--- src/rtl/router_reg.sv ---
// Router datapath register stage: latches header/payload bytes for the output FIFO,
// buffers a byte across a FIFO-full stall, and checks running XOR parity.
module router_reg #(
    parameter int unsigned WIDTH = 8
) (
    input  logic             clock,
    input  logic             reset,
    input  logic             pkt_valid,
    input  logic [WIDTH-1:0] data_in,
    input  logic             fifo_full,
    input  logic             detect_add,
    input  logic             lfd_state,
    input  logic             ld_state,
    input  logic             laf_state,
    input  logic             full_state,
    input  logic             rst_int_reg,
    output logic [WIDTH-1:0] dout,
    output logic             parity_done,
    output logic             low_packet_valid,
    output logic             err
);

    logic [WIDTH-1:0] hdr;
    logic [WIDTH-1:0] hold;
    logic             hold_is_par;
    logic [WIDTH-1:0] int_par;
    logic [WIDTH-1:0] pkt_par;
    logic             chk;

    always_ff @(posedge clock) begin
        if (reset) begin
            dout             <= '0;
            hdr              <= '0;
            hold             <= '0;
            hold_is_par      <= 1'b0;
            int_par          <= '0;
            pkt_par          <= '0;
            parity_done      <= 1'b0;
            low_packet_valid <= 1'b0;
            err              <= 1'b0;
            chk              <= 1'b0;
        end else begin
            // Packet start: capture header (address 3 is not a valid port) and clear status
            if (detect_add && pkt_valid) begin
                if (data_in[1:0] != 2'b11) begin
                    hdr <= data_in;
                end
                parity_done <= 1'b0;
                err         <= 1'b0;
                chk         <= 1'b0;
            end else begin
                chk <= parity_done & ~chk;
                if (parity_done && !chk) begin
                    err <= (int_par != pkt_par);
                end
            end

            if (lfd_state) begin
                dout    <= hdr;
                int_par <= hdr;
            end else if (ld_state) begin
                if (!fifo_full) begin
                    dout <= data_in;
                    if (pkt_valid) begin
                        int_par <= int_par ^ data_in;
                    end else begin
                        pkt_par     <= data_in;
                        parity_done <= 1'b1;
                    end
                end else begin
                    // FIFO stalled: park the byte and remember whether it is the parity byte
                    hold        <= data_in;
                    hold_is_par <= ~pkt_valid;
                end
            end else if (full_state) begin
                hold <= hold;
            end else if (laf_state) begin
                dout <= hold;
                if (hold_is_par) begin
                    pkt_par     <= hold;
                    parity_done <= 1'b1;
                end else begin
                    int_par <= int_par ^ hold;
                end
            end

            if (ld_state && !pkt_valid) begin
                low_packet_valid <= 1'b1;
            end else if (rst_int_reg) begin
                low_packet_valid <= 1'b0;
            end
        end
    end

endmodule
--- config.mk ---
export PLATFORM = sky130hd
export DESIGN_NAME = router_reg
export DESIGN_NICKNAME = d
export VERILOG_FILES = /design/src/rtl/router_reg.sv
export SDC_FILE = /design/constraint.sdc
export NUM_CORES = 1
export LEC_CHECK = 0
export ABC_AREA = 1
export CORE_MARGIN = 10
export CORE_UTILIZATION = 49
export CTS_CLUSTER_DIAMETER = 30
export DETAILED_ROUTE_END_ITERATION = 10
export GPL_TIMING_DRIVEN = 0
export PLACE_DENSITY = 0.85
export SETUP_SLACK_MARGIN = 0.02
export SLEW_MARGIN = 40
export SYNTH_ARGS = -nofsm -noshare
export SYNTH_HDL_FRONTEND = slang
export SYNTH_SLANG_ARGS = --single-unit
--- constraint.sdc ---
create_clock -name clock -period 1.05 [get_ports clock]
set_clock_uncertainty 0.1 [all_clocks]
set_input_delay 0.105 -clock clock [delete_from_list [all_inputs] [get_ports clock]]
set_output_delay 0.105 -clock clock [all_outputs]
set_load 0.005 [all_outputs]
==> metrics, run 1 <==
starting density of the core a little over 50%; global route overflow 0; clk buf depth 2; Max IR drop VDD approximately 670 uV; largest net degree at the start of global routing 15; element type at the critical path end flop; Num CTS Buffers 5; Remaining DRCs 0; busiest layer in global routing met2; Die Span X 88.27 um; post-DP HPWL approximately 4400 um; final setup fails 18; yosys warns 0; worst reg-to-reg path cell count 6; violated checks hold timing, setup timing; Mapped Cells 327; Hold Slack -0.0007501 ns; Post-Synthesis Cell Area 2283 um2; Max-slew headroom 54.14%; TritonCTS clock tree done; Hold Crit Depth 2; worst setup path class reg -> reg; average size of a mapped cell between 6 and 7 um2; I/O Buffers 25; Avg WL per Cell approximately 16 um; Synth area leaders dfxtp_1 39%, nand2_1 16%, a21oi_1 8.1%; area grow syn2layout 30.03%; Routed WL slightly below 7000 um; Final ANT Viol Nets 0; worst reg2reg endpoint int_par[0]$_SDFFE_PP0P_; outcome complete, but fails checks; Final WS setup -0.2052 ns; Max Clk Rate approximately 800 MHz; M3 GR Usage under 10%; CP startpoint kind flop; IO Count 29; share of layout cells above drive strength 1 between 30% and 40%; EDFF count, synth 0; Yosys top cell by area dfxtp_1; detail-routed via count per cell roughly 5.7; Cell Area, Placed between 2000 and 3000 um2; final hold viol count 1; max-slew violations 0; Core Area roughly 4400 um2; Synth Register Bits 45; diode count 0; dpl cells 404; Yosys top cell area share between 30% and 40%; vias in the first global route ~2300; initial antenna violation count 0; CTS root buf clkbuf_8; drt initial violations between 200 and 250; min-delay src reset; Tot GR Track Use between 10% and 20%; Die ar. 7791 um2; # nets final between 300 and 400; final instance area around 3000 um2; worst-skew pair later-pin latency between 0.3 and 0.4 ns; H-tree depth 2; Worst Hold Path EP dout[6]$_SDFFE_PP0P_; register area share after synthesis about two fifths; grt met1 use between 10% and 20%; TritonCTS Sinks 45; worst path required time 1.18 ns; DR vias around 2400; First-pass DRT Iterations 5; PwrDens about 1300 nW/um2; syn_nets 345; Distinct cells, synth 29; GRT met2 Usage 29.20%; part of the cycle the worst path needs 119.5%; setup tns final -2.297 ns; Slew @ Worst Pin about 0.69 ns; Die H a little under 90 um; CP arrival 1.38 ns; Final GP Congestion between 0.8 and 0.9; CP Max Fanout 8; CTS clk-pin slew, worst paths about 0.08 ns; static leakage around 1.4 nW; R2R Setup Slk -0.21 ns; first-pass GRT wire length between 10000 and 15000 um; RSZ-0062 raised after global routing yes; row cnt 24; total power about 0.0038 W; RR Startpoint hold_is_par$_SDFFE_PP0P_; final std cells w/o fill about 430; Most used DFF post-synth dfxtp_1; hold crit path type in -> reg; Tmin final ~1.3 ns; Max Cap Viol 0; FFs w/ async S/R, synth 0%
==> worst max path at each step <==
stage,from,to,slack [ns]
floorplan,ld_state,pkt_par[3]$_SDFFE_PP0P_,0.009
global placement,pkt_valid,hdr[3]$_SDFFE_PP0P_,-0.64
detailed placement,data_in[0],hdr[5]$_SDFFE_PP0P_,-0.74
CTS,hold_is_par$_SDFFE_PP0P_,pkt_par[7]$_SDFFE_PP0P_,-0.17
global route,hold_is_par$_SDFFE_PP0P_,int_par[0]$_SDFFE_PP0P_,-0.24
finish,hold_is_par$_SDFFE_PP0P_,int_par[0]$_SDFFE_PP0P_,-0.21
==> cell usage in the layout, fill, tap and decap left out, types with 8 or more instances in the layout <==
cell type | Yosys | routed
nand2_1 | 95 | 84
inv_1 | 36 | 28
a21oi_1 | 37 | 28
dfxtp_1 | 45 | 26
nand3_1 | 22 | 21
dfxtp_2 | 0 | 19
buf_2 | 5 | 14
o21ai_0 | 22 | 14
nand2_2 | 6 | 13
inv_2 | 3 | 11
buf_4 | 0 | 11
a21oi_2 | 2 | 10
nor2_1 | 11 | 10
buf_6 | 5 | 8
nand4_1 | 8 | 8
==> area by class of cell <==
class                   count  area, um2
clock buffers               6      82.58
fillers                   354       1475
well taps                  52      65.06
multi-input cells         229       1290
repair buffers             41      330.3
flip-flops and latches     45      924.6
plain buffers              13      110.1
inverters                  40      152.6
clock inverters             2      13.76
==> cells in the mapped netlist, types with 2 or more instances <==
cell       n
nand2_2    6
nand4_1    8
xor2_1     2
nor3_1     2
clkbuf_1   2
inv_1     36
a211oi_1   2
buf_6      5
nand3_1   22
o21bai_1   6
nor2_4     2
nand2_4    2
buf_2      5
xnor2_1    3
nand2_1   95
nor2_1    11
dfxtp_1   45
a21oi_2    2
a21oi_1   37
inv_2      3
o21ai_0   22
a31oi_1    2
==> power breakdown <==
part / switching [W] / internal, W / leakage, nW
registers: 0.0000681 / 0.00181 / 0.376
logic: 0.000471 / 0.000321 / 0.940
clock network: 0.000637 / 0.000535 / 0.0512
==> metal layers <==
metal / up-vias / part of all wire, %
met3: 24 / 6.8
li1: 1161 / -
met5: - / 0
met4: 0 / 3.0
met1: 1112 / 41
met2: 125 / 49
==> state kept, by name (all words and copies together) (netlist names) <==
register and cells:
chk 1, hold 8, hold_is_par 1, low_packet_valid 1, dout 8, hdr 8, pkt_par 8, err 1
int_par 8, parity_done 1
==> timing repair <==
item | in CTS | in global routing
pin swaps | 33 | 12
setup buffers | 13 | 1
endpoints found under the setup margin | 51 | 34
cloned | 2 | 0
endpoints found under the hold margin | 2 | 0
resized for setup | 92 | 31
==> metrics by stage <==
step | setup slack (ns) | util, %
finish | -0.2052 | 66.81
global route | -0.2412 | 66.81
CTS | -0.1657 | 65.32
detailed placement | -0.7359 | 58.98
global placement | -0.6401 | 58.98
floorplan | 0.008643 | -
==> critical path, stage by stage (launching register included) <==
cell	delay, ns
dfxtp_2	0.34
buf_4	0.14
nand2_4	0.08
nand2_8	0.08
nor2_8	0.19
nand2_2	0.08
a21oi_2	0.17
==> logic make-up (layout without fill, tap and decap cells) <==
group           count (synthesis)  in the layout  share of synthesized area (%)
compound gates                 74             74                          18.19
xor+xnor                        5              5                          1.918
buf+inv                        53            102                          10.74
flops                          45             45                          39.45
simple gates                  150            150                          29.70
(Power assumes the default switching activity.)
==> run 2: changes to the inputs <==
CTS_CLUSTER_DIAMETER = unset   (was 30)
==> results of run 2 <==
No change in the layout: final DEF, timing and power equal those of run 1.
==> run 3: changes to the inputs <==
GPL_ROUTABILITY_DRIVEN = 1   (was unset)
REMOVE_ABC_BUFFERS = 1   (was unset)
==> metrics, run 3 (synthesized netlist as in run 1, its figures left out) <==
Tot GR Track Use 17.60% (+0.73 points); Max Cap Viol 0 (unchanged); TritonCTS Sinks 45 (unchanged); Final ANT Viol Nets 0 (unchanged); final hold viol count 0 (-1); IO Count 29 (unchanged); static leakage 1.364 nW (-0.19%); CTS clk-pin slew, worst paths 0.08 ns (about the same); Die H 88.27 um (unchanged); TritonCTS clock tree done; max-slew violations 0 (unchanged); CP startpoint kind flop; # nets final 385 (-2.0%); RSZ-0062 raised after global routing yes; drt initial violations 222 (-3.5%); worst-skew pair later-pin latency 0.31 ns (about the same); pre-CTS setup slack -1.530 ns (-0.7943 ns); commonest non-fill, non-tap cell in the layout nand2_1; setup tns final -2.169 ns (+0.1282 ns); share of layout cells above drive strength 1 29.08% (-2.3 points); CP Max Fanout 8 (unchanged); I/O Buffers 28 (+12%); Die ar. 7791 um2 (unchanged); hold crit path type in -> reg; element type at the critical path end flop; First-pass DRT Iterations 5 (unchanged); Final GP Congestion 0.8174 (-5.6%); worst path required time 1.19 ns (about the same); final instance area 2977 um2 (+0.25%); part of the cycle the worst path needs 115.9% (-3.7 points); clk buf depth 2 (unchanged); PwrDens 1353 nW/um2 (+4.6%); DR vias 2362 (-2.5%); outcome complete, but fails checks; Tmin final 1.216 ns (-0.03874 ns); Remaining DRCs 0 (unchanged); final core utilization 66.98% (+0.17 points); Die Span X 88.27 um (unchanged); final setup fails 18 (unchanged); detail-routed via count per cell 5.624 (-0.62%); starting density of the core 51.38% (unchanged); Cell Area, Placed 2531 um2 (-3.4%); Max IR drop VDD 1166 uV (+75%); area grow syn2layout 30.36%; vias in the first global route 2205 (-6.0%); Avg WL per Cell 15.85 um (-2.4%); Max-slew headroom 72.46% (+18 points); Num CTS Buffers 5 (unchanged); CTS root buf clkbuf_8; Max Clk Rate 822.0 MHz (+3.2%); worst setup path class reg -> reg; initial antenna violation count 0 (unchanged); global route overflow 0 (unchanged); Slew @ Worst Pin 0.4131 ns (-0.2748 ns); CP arrival 1.35 ns (-0.03 ns); row cnt 24 (unchanged); Routed WL 6655 um (-4.2%); most frequent cells in the layout 88 x nand2_1, 29 x inv_1, 28 x a21oi_1; post-DP HPWL 3755 um (-15%); largest net degree at the start of global routing 28 (+13); Core Area 4444 um2 (unchanged); diode count 0 (unchanged); violated checks setup timing; H-tree depth 2 (unchanged); first-pass GRT wire length 10730 um (+1.7%); Final WS setup -0.1665 ns (+0.03874 ns)
-- run 3: timing repair --
action | in CTS | in global routing
hold buffers | 0 | 0
buffers inserted | 14 | 1
endpoints found under the hold margin | 0 | 0
setup endpoints to repair | 53 | 43
gates resized for setup | 103 | 34
cloned | 3 | 0
pin swaps | 18 | 13
-- run 3: metrics by stage --
| stage | hold WS [ns] | total power [W] | instances |
|---|---|---|---|
| 2_1_floorplan | 0.06744 | 0.002258 | 314 |
| 3_3_place_gp | 0.3074 | 0.002498 | 394 |
| 3_5_place_dp | 0.3225 | 0.002515 | 394 |
| 4_1_cts | 0.06261 | 0.003977 | 419 |
| 5_1_grt | 0.06453 | 0.004221 | 420 |
| 6_report | 0.06879 | 0.004026 | 420 |
-- run 3: path summary, 6_finish.rpt --
check | slack (ns) | end | start | cells after the start
max | -0.17 | int_par[2]$_SDFFE_PP0P_ | hold_is_par$_SDFFE_PP0P_ | 6
min | 0.07 | hold_is_par$_SDFFE_PP0P_ | pkt_valid | 2
max reg2reg | -0.17 | int_par[2]$_SDFFE_PP0P_ | hold_is_par$_SDFFE_PP0P_ | 6
min reg2reg | 0.35 | hdr[2]$_SDFFE_PP0P_ | hdr[2]$_SDFFE_PP0P_ | 2
-- run 3: routing by layer --
metal | wire length [um] | GRT usage [%] | vias up
met5 | 0 | 0 | -
met4 | 112 | 5.286 | 0
met3 | 527 | 5.699 | 15
met2 | 3256 | 28.67 | 106
met1 | 2758 | 21.64 | 1096
li1 | - | - | 1145
-- run 3: power by group --
part	leakage [nW]	internal (W)	switching [W]	total, W
sequential	0.376	0.00181	0.0000580	0.00186
clock	0.0585	0.000776	0.000606	0.00138
combinational	0.930	0.000313	0.000466	0.000779
total	1.36	0.00290	0.00113	0.00403
-- run 3: worst max-delay path: stages, from the launching register on --
cell	delay (ns)
dfxtp_2	0.33
buf_4	0.13
nand2_4	0.07
nand2_4	0.08
nor2_8	0.20
nand2_1	0.08
a21oi_1	0.15
-- run 3: layout make-up --
class	instances	area, um2
Timing Repair inverter	1	6.256
Fill cell	370	1468
Multi-Input combinational cell	231	1300
Sequential cell	45	925.9
Tap cell	52	65.06
Inverter	40	168.9
Timing Repair Buffer	43	394.1
Clock buffer	7	86.33
Clock inverter	1	30.03
